===== src/rtl/rr_mux_arbiter4_if.sv =====
// Shared-channel bundle between four requesters, the arbiter and the downstream consumer.
interface rr_mux_arbiter4_if #(
    parameter int unsigned WIDTH = 8
);
    logic [3:0]         req;
    logic [4*WIDTH-1:0] in_data;
    logic               out_ready;
    logic [3:0]         grant;
    logic [1:0]         sel;
    logic               out_valid;
    logic [WIDTH-1:0]   out_data;
    logic [3:0]         ack;

    modport master (
        output req, in_data, out_ready,
        input  grant, sel, out_valid, out_data, ack
    );

    modport slave (
        input  req, in_data, out_ready,
        output grant, sel, out_valid, out_data, ack
    );
endinterface


===== src/rtl/rr_mux_arbiter4.sv =====
// Round-robin arbiter for four requesters sharing one output channel; each grant
// carries a bounded burst and is always followed by one idle bubble cycle.
module rr_mux_arbiter4 #(
    parameter int unsigned WIDTH    = 8,
    parameter int unsigned MAX_HOLD = 4
) (
    input  logic              clk,
    input  logic              reset,
    rr_mux_arbiter4_if.slave  bus
);
    localparam int unsigned CNT_W = 4;
    localparam logic [CNT_W-1:0] LAST_BEAT = CNT_W'(MAX_HOLD - 1);

    typedef enum logic {IDLE = 1'b0, BUSY = 1'b1} state_t;

    state_t             state_q, state_d;
    logic [1:0]         ptr_q, ptr_d;
    logic [1:0]         sel_q, sel_d;
    logic [CNT_W-1:0]   cnt_q, cnt_d;
    logic [3:0]         grant_q, grant_d;

    logic               found_c;
    logic [1:0]         pick_c;
    logic               out_valid_c;
    logic               xfer_c;
    logic [3:0]         ack_c;

    always_ff @(posedge clk) begin
        if (reset) begin
            state_q <= IDLE;
            ptr_q   <= 2'd0;
            sel_q   <= 2'd0;
            cnt_q   <= '0;
            grant_q <= 4'b0000;
        end else begin
            state_q <= state_d;
            ptr_q   <= ptr_d;
            sel_q   <= sel_d;
            cnt_q   <= cnt_d;
            grant_q <= grant_d;
        end
    end

    // Circular priority scan starting at ptr.
    always_comb begin
        found_c = 1'b0;
        pick_c  = ptr_q;
        for (int k = 0; k < 4; k++) begin
            if (!found_c && bus.req[2'(ptr_q + 2'(k))]) begin
                found_c = 1'b1;
                pick_c  = 2'(ptr_q + 2'(k));
            end
        end
    end

    always_comb begin
        state_d     = state_q;
        ptr_d       = ptr_q;
        sel_d       = sel_q;
        cnt_d       = cnt_q;
        grant_d     = grant_q;
        // Reset suppresses the handshake so a burst cut by reset never acks.
        out_valid_c = !reset && (state_q == BUSY) && bus.req[sel_q];
        xfer_c      = out_valid_c && bus.out_ready;
        ack_c       = xfer_c ? grant_q : 4'b0000;

        unique case (state_q)
            IDLE: begin
                if (found_c) begin
                    state_d = BUSY;
                    grant_d = 4'b0001 << pick_c;
                    sel_d   = pick_c;
                    cnt_d   = '0;
                end
            end
            BUSY: begin
                if (!bus.req[sel_q] || (xfer_c && (cnt_q == LAST_BEAT))) begin
                    state_d = IDLE;
                    grant_d = 4'b0000;
                    cnt_d   = '0;
                    ptr_d   = 2'(sel_q + 2'd1);
                end else if (xfer_c) begin
                    cnt_d = cnt_q + CNT_W'(1);
                end
            end
        endcase
    end

    assign bus.grant     = grant_q;
    assign bus.sel       = sel_q;
    assign bus.out_valid = out_valid_c;
    assign bus.ack       = ack_c;
    assign bus.out_data  = bus.in_data[32'(sel_q) * WIDTH +: WIDTH];
endmodule


===== src/flat_wrapper.sv =====
// flat-port wrapper written by rule: the top's interface ports become plain ports
module rr_mux_arbiter4_flat 
#(
    parameter int unsigned WIDTH    = 8,
    parameter int unsigned MAX_HOLD = 4
)
  (clk, reset, bus_req, bus_in_data, bus_out_ready, bus_grant, bus_sel, bus_out_valid, bus_out_data, bus_ack);
  rr_mux_arbiter4_if #(.WIDTH(WIDTH)) bus_i ();
  input  logic clk;
  input  logic reset;
  input wire logic [$bits(bus_i.req)-1:0] bus_req;
  input wire logic [$bits(bus_i.in_data)-1:0] bus_in_data;
  input wire logic [$bits(bus_i.out_ready)-1:0] bus_out_ready;
  output wire logic [$bits(bus_i.grant)-1:0] bus_grant;
  output wire logic [$bits(bus_i.sel)-1:0] bus_sel;
  output wire logic [$bits(bus_i.out_valid)-1:0] bus_out_valid;
  output wire logic [$bits(bus_i.out_data)-1:0] bus_out_data;
  output wire logic [$bits(bus_i.ack)-1:0] bus_ack;
  assign bus_i.req = bus_req;
  assign bus_i.in_data = bus_in_data;
  assign bus_i.out_ready = bus_out_ready;
  assign bus_grant = bus_i.grant;
  assign bus_sel = bus_i.sel;
  assign bus_out_valid = bus_i.out_valid;
  assign bus_out_data = bus_i.out_data;
  assign bus_ack = bus_i.ack;
  rr_mux_arbiter4 #(.WIDTH(WIDTH), .MAX_HOLD(MAX_HOLD)) u_core (.clk(clk), .reset(reset), .bus(bus_i));
endmodule

===== config.mk =====
export PLATFORM = sky130hd
export DESIGN_NAME = rr_mux_arbiter4_flat
export DESIGN_NICKNAME = d
export VERILOG_FILES = /design/src/rtl/rr_mux_arbiter4_if.sv /design/src/rtl/rr_mux_arbiter4.sv /design/src/flat_wrapper.sv
export SDC_FILE = /design/constraint.sdc
export NUM_CORES = 1
export LEC_CHECK = 0
export CORE_MARGIN = 5
export CORE_UTILIZATION = 36
export DETAILED_ROUTE_END_ITERATION = 12
export PLACE_DENSITY = 0.79
export SLEW_MARGIN = 5
export SYNTH_ARGS = -nofsm -noshare
export SYNTH_HDL_FRONTEND = slang
export SYNTH_SLANG_ARGS = --single-unit

===== constraint.sdc =====
create_clock -name clk -period 1.8 [get_ports clk]
set_input_delay 0.36 -clock clk [delete_from_list [all_inputs] [get_ports clk]]
set_output_delay 0.36 -clock clk [all_outputs]
set_load 0.01 [all_outputs]

==> Flow_metrics.wiki <==
{| class="wikitable"
! Metric !! Value
|-
| Status || complete, but fails checks
|-
| Failing checks || negative setup slack
|-
| R2R depth || 6
|-
| Final period demand of the worst path || 1.93 ns
|-
| Library cell with the largest summed area after synthesis || dfxtp_1
|-
| Crit path kind || flip-flop to output pin
|-
| Initial antenna violation count || 0
|-
| Fillers || approximately 180
|-
| Clk_skew || 0.00199 ns
|-
| WP data arrival || approximately 1.6 ns
|-
| Relative contribution of sequential cells to total power || 0.339
|-
| Initial core utilization || 0.376
|-
| Most frequent cells in the layout || clkdlybuf4s50_1 (38), buf_4 (19), nor2_1 (12), dfxtp_1 (12)
|-
| Placeable core region || 2450 sq um
|-
| Average size of a mapped cell || between 9 and 10 sq um
|-
| HP Class || flip-flop to flip-flop
|-
| Leading cell type in the layout, fill and taps excluded || clkdlybuf4s50_1
|-
| Max-capacitance violation count || 0
|-
| Uppermost routed layer || met4
|-
| Top cells by area, synth || dfxtp_1 (28%), mux4_2 (22%), nor2_1 (5.7%)
|-
| Post-route setup slack || -0.133 ns
|-
| EDFF count, synth || 0
|-
| Seq/Total Area, Yosys || 0.282
|-
| Die outline area || approximately 3700 sq um
|-
| Placement row count || 18
|-
| Top-Level Pins || 58
|-
| Drt first pass iters || 4
|-
| Number of design-rule violations left by the first detailed-router iteration || 20
|-
| Routed metal-1 wirelength || roughly 1100 um
|-
| Layout cells sized above 1 || 0.354
|-
| First-pass GRT wire length || approximately 5300 um
|-
| Die width || between 60 and 70 um
|-
| Setup repair after global routing missed its margin || yes
|-
| Measured slew at the worst slew-check pin || ~0.52 ns
|-
| Part of the power in the clock network || 0.195
|-
| Flip-flop cell with the highest count after synthesis || dfxtp_1
|-
| Deepest clock path buffer count || 2
|-
| Power, Total || between 0.9 and 1 mW
|-
| Period utilization || 1.07
|-
| Startpoint class of the critical path || flip-flop
|-
| Antenna Diode Count || 0
|-
| Residual antenna-violating net count after detailed routing || 0
|-
| Setup-failing EPs final || 12
|-
| Synth Net Count || around 140
|-
| Synth warnings || 0
|-
| Required time of the critical path || 1.44 ns
|-
| Cell internal pwr || roughly 0.66 mW
|-
| Fraction of synthesized cell area taken by the top area cell type || 0.282
|-
| Final design utilization || 0.711
|-
| Logic pwr share || 0.466
|-
| All-Layer GR Usage || 0.196
|-
| Cell depth of the worst min-delay path || 2
|-
| Clock root buffer master || clkbuf_4
|-
| Switching share of total power || 0.310
|-
| TritonCTS Sinks || 13
|-
| Post-CTS Hold Buffers || 0
|-
| Number of hold violations in the final report || 0
|-
| Clock-pin slew on the worst setup and hold paths || roughly 0.080 ns
|-
| Number of distinct library cell variants in the gate-level netlist after synthesis || 37
|-
| Num CTS Buffers || 3
|-
| Post-DP HPWL || about 2600 um
|-
| Clock latency on the worst-skew pair || 0.28 ns
|-
| Average wire per cell in the routed design || ~16 um
|-
| Maximum frequency from static timing analysis || 0.517 GHz
|-
| Gate Count Post-Synth || 96
|-
| Final Net Count || approximately 220
|-
| Detailed-routed wire length on met3 || 431 um
|-
| Maximum number of pins on one net before global-route repair || 15
|-
| Aggregate routed wire length || 3300 um
|-
| Total count of max-transition violations in the final report || 0
|-
| Port Buf Inserts || between 50 and 60
|-
| P&R area growth vs syn || 89.3%
|-
| Vias/cell || ~5.4
|-
| Via count of the first global-routing pass || between 1000 and 1500
|-
| Routed met2 length || ~1700 um
|-
| Asr flop ratio synth || 0
|-
| Pwr/cell area || 550 nW/um^2
|-
| Post-Synthesis Cell Area || approximately 920 sq um
|-
| Height of the die || roughly 60 um
|-
| Worst rel slew slack || 0.647
|-
| H-Tree Depth || 1
|-
| FF+latch count, synth || 13
|-
| Number of vias in the routed layout || roughly 1100
|-
| Global placer's final weighted congestion || ~0.87
|-
| Net load switching power || approximately 0.30 mW
|-
| CTS tree || done
|-
| Sum of overflow across all layers after global routing || 0
|-
| Critical path endpoint category || output pin
|-
| Maximum net fanout on the critical path || 5
|-
| Static leakage || 0.734 nW
|-
| Maximum ir drop on the vdd rail || between 0.0003 and 0.0004 V
|-
| Drt drc || 0
|}
-- power by group through the flow --
| stage | registers (mW) | logic [mW] | clock network, mW |
|---|---|---|---|
| floorplan | 0.337 | 0.172 | 0 |
| global placement | 0.329 | 0.408 | 0 |
| detailed placement | 0.330 | 0.420 | 0 |
| CTS | 0.325 | 0.439 | 0.192 |
| global route | 0.329 | 0.482 | 0.205 |
| finish | 0.326 | 0.448 | 0.187 |
-- cell usage after synthesis (2+ instances only) --
| cell type | count |
|---|---|
| nor2b_1 | 2 |
| a21oi_1 | 5 |
| or3_1 | 2 |
| nand2_1 | 7 |
| o21ai_0 | 2 |
| mux4_2 | 9 |
| a211oi_1 | 3 |
| nand4b_1 | 2 |
| nand3_1 | 2 |
| clkbuf_1 | 2 |
| dfxtp_1 | 13 |
| xnor2_1 | 4 |
| nand2b_1 | 3 |
| nor2_1 | 14 |
| and2_1 | 4 |
-- cell type report --
type | instances | area [sq um] | area share
sequential | 13 | 262 | 0.150
tap | 30 | 37.5 | 0.0215
clock buffer | 3 | 22.5 | 0.0129
multi-input combinational | 79 | 671 | 0.384
inverter | 1 | 3.75 | 0.00215
timing repair buffer | 81 | 744 | 0.427
clock inverter | 1 | 5.00 | 0.00287
-- critical path, cell delays in order (launching register included) --
cell     delay, ns
dfxtp_2       0.35
mux4_2        0.52
nand2_2       0.11
nor2_4        0.05
and2_1        0.13
buf_2         0.13
-- registers in the layout (all words and copies together), names as in the netlist --
| name | count |
|---|---|
| u_core.bus.sel | 2 |
| u_core.cnt_q | 4 |
| u_core.ptr_q | 2 |
| u_core.bus.grant | 4 |
| u_core.state_q | 1 |
-- routing by layer --
| metal | global-route usage | up-vias |
|---|---|---|
| li1 | - | 522 |
| met1 | 0.171 | 509 |
| met2 | 0.360 | 72 |
| met3 | 0.0915 | 16 |
| met4 | 0.115 | 0 |
| met5 | 0 | - |
-- kinds of logic (layout without fill, tap and decap cells) --
kind of cell,after synthesis,in the layout,synth area share
simple gates,49,49,0.307
buf+inv,4,86,0.0176
xor+xnor,4,4,0.0380
flops,13,13,0.282
compound gates,15,15,0.111
fa+ha+maj,1,1,0.0136
mux,10,10,0.231
-- metrics by stage --
| stage | instances | area [sq um] | setup slack, ns | hold WS (ns) | setup TNS, ns |
|---|---|---|---|---|---|
| after floorplan | 96 | 922 | 0.0966 | 0.439 | 0 |
| after global placement | 199 | 1660 | -0.659 | 0.457 | -8.92 |
| after detailed placement | 199 | 1660 | -0.709 | 0.467 | -10.01 |
| after CTS | 208 | 1730 | -0.145 | 0.477 | -1.23 |
| after global routing | 208 | 1750 | -0.214 | 0.502 | -2.05 |
| final | 208 | 1750 | -0.133 | 0.477 | -1.14 |
-- worst paths after layout --
kind                                     from                                to  slack, ns
min          u_core.bus.grant[0]$_SDFFE_PP0P_  u_core.bus.grant[0]$_SDFFE_PP0P_       0.48
min reg2reg  u_core.bus.grant[0]$_SDFFE_PP0P_  u_core.bus.grant[0]$_SDFFE_PP0P_       0.48
max reg2reg    u_core.bus.sel[0]$_SDFFE_PP0P_      u_core.ptr_q[1]$_SDFFE_PP0P_       0.10
max            u_core.bus.sel[0]$_SDFFE_PP0P_                        bus_ack[2]      -0.13
-- timing repair --
item	CTS	global route
resized for setup	70	5
buffers inserted	5	0
setup endpoints to repair	23	18
pin swaps	6	0
(Power assumes the default switching activity.)
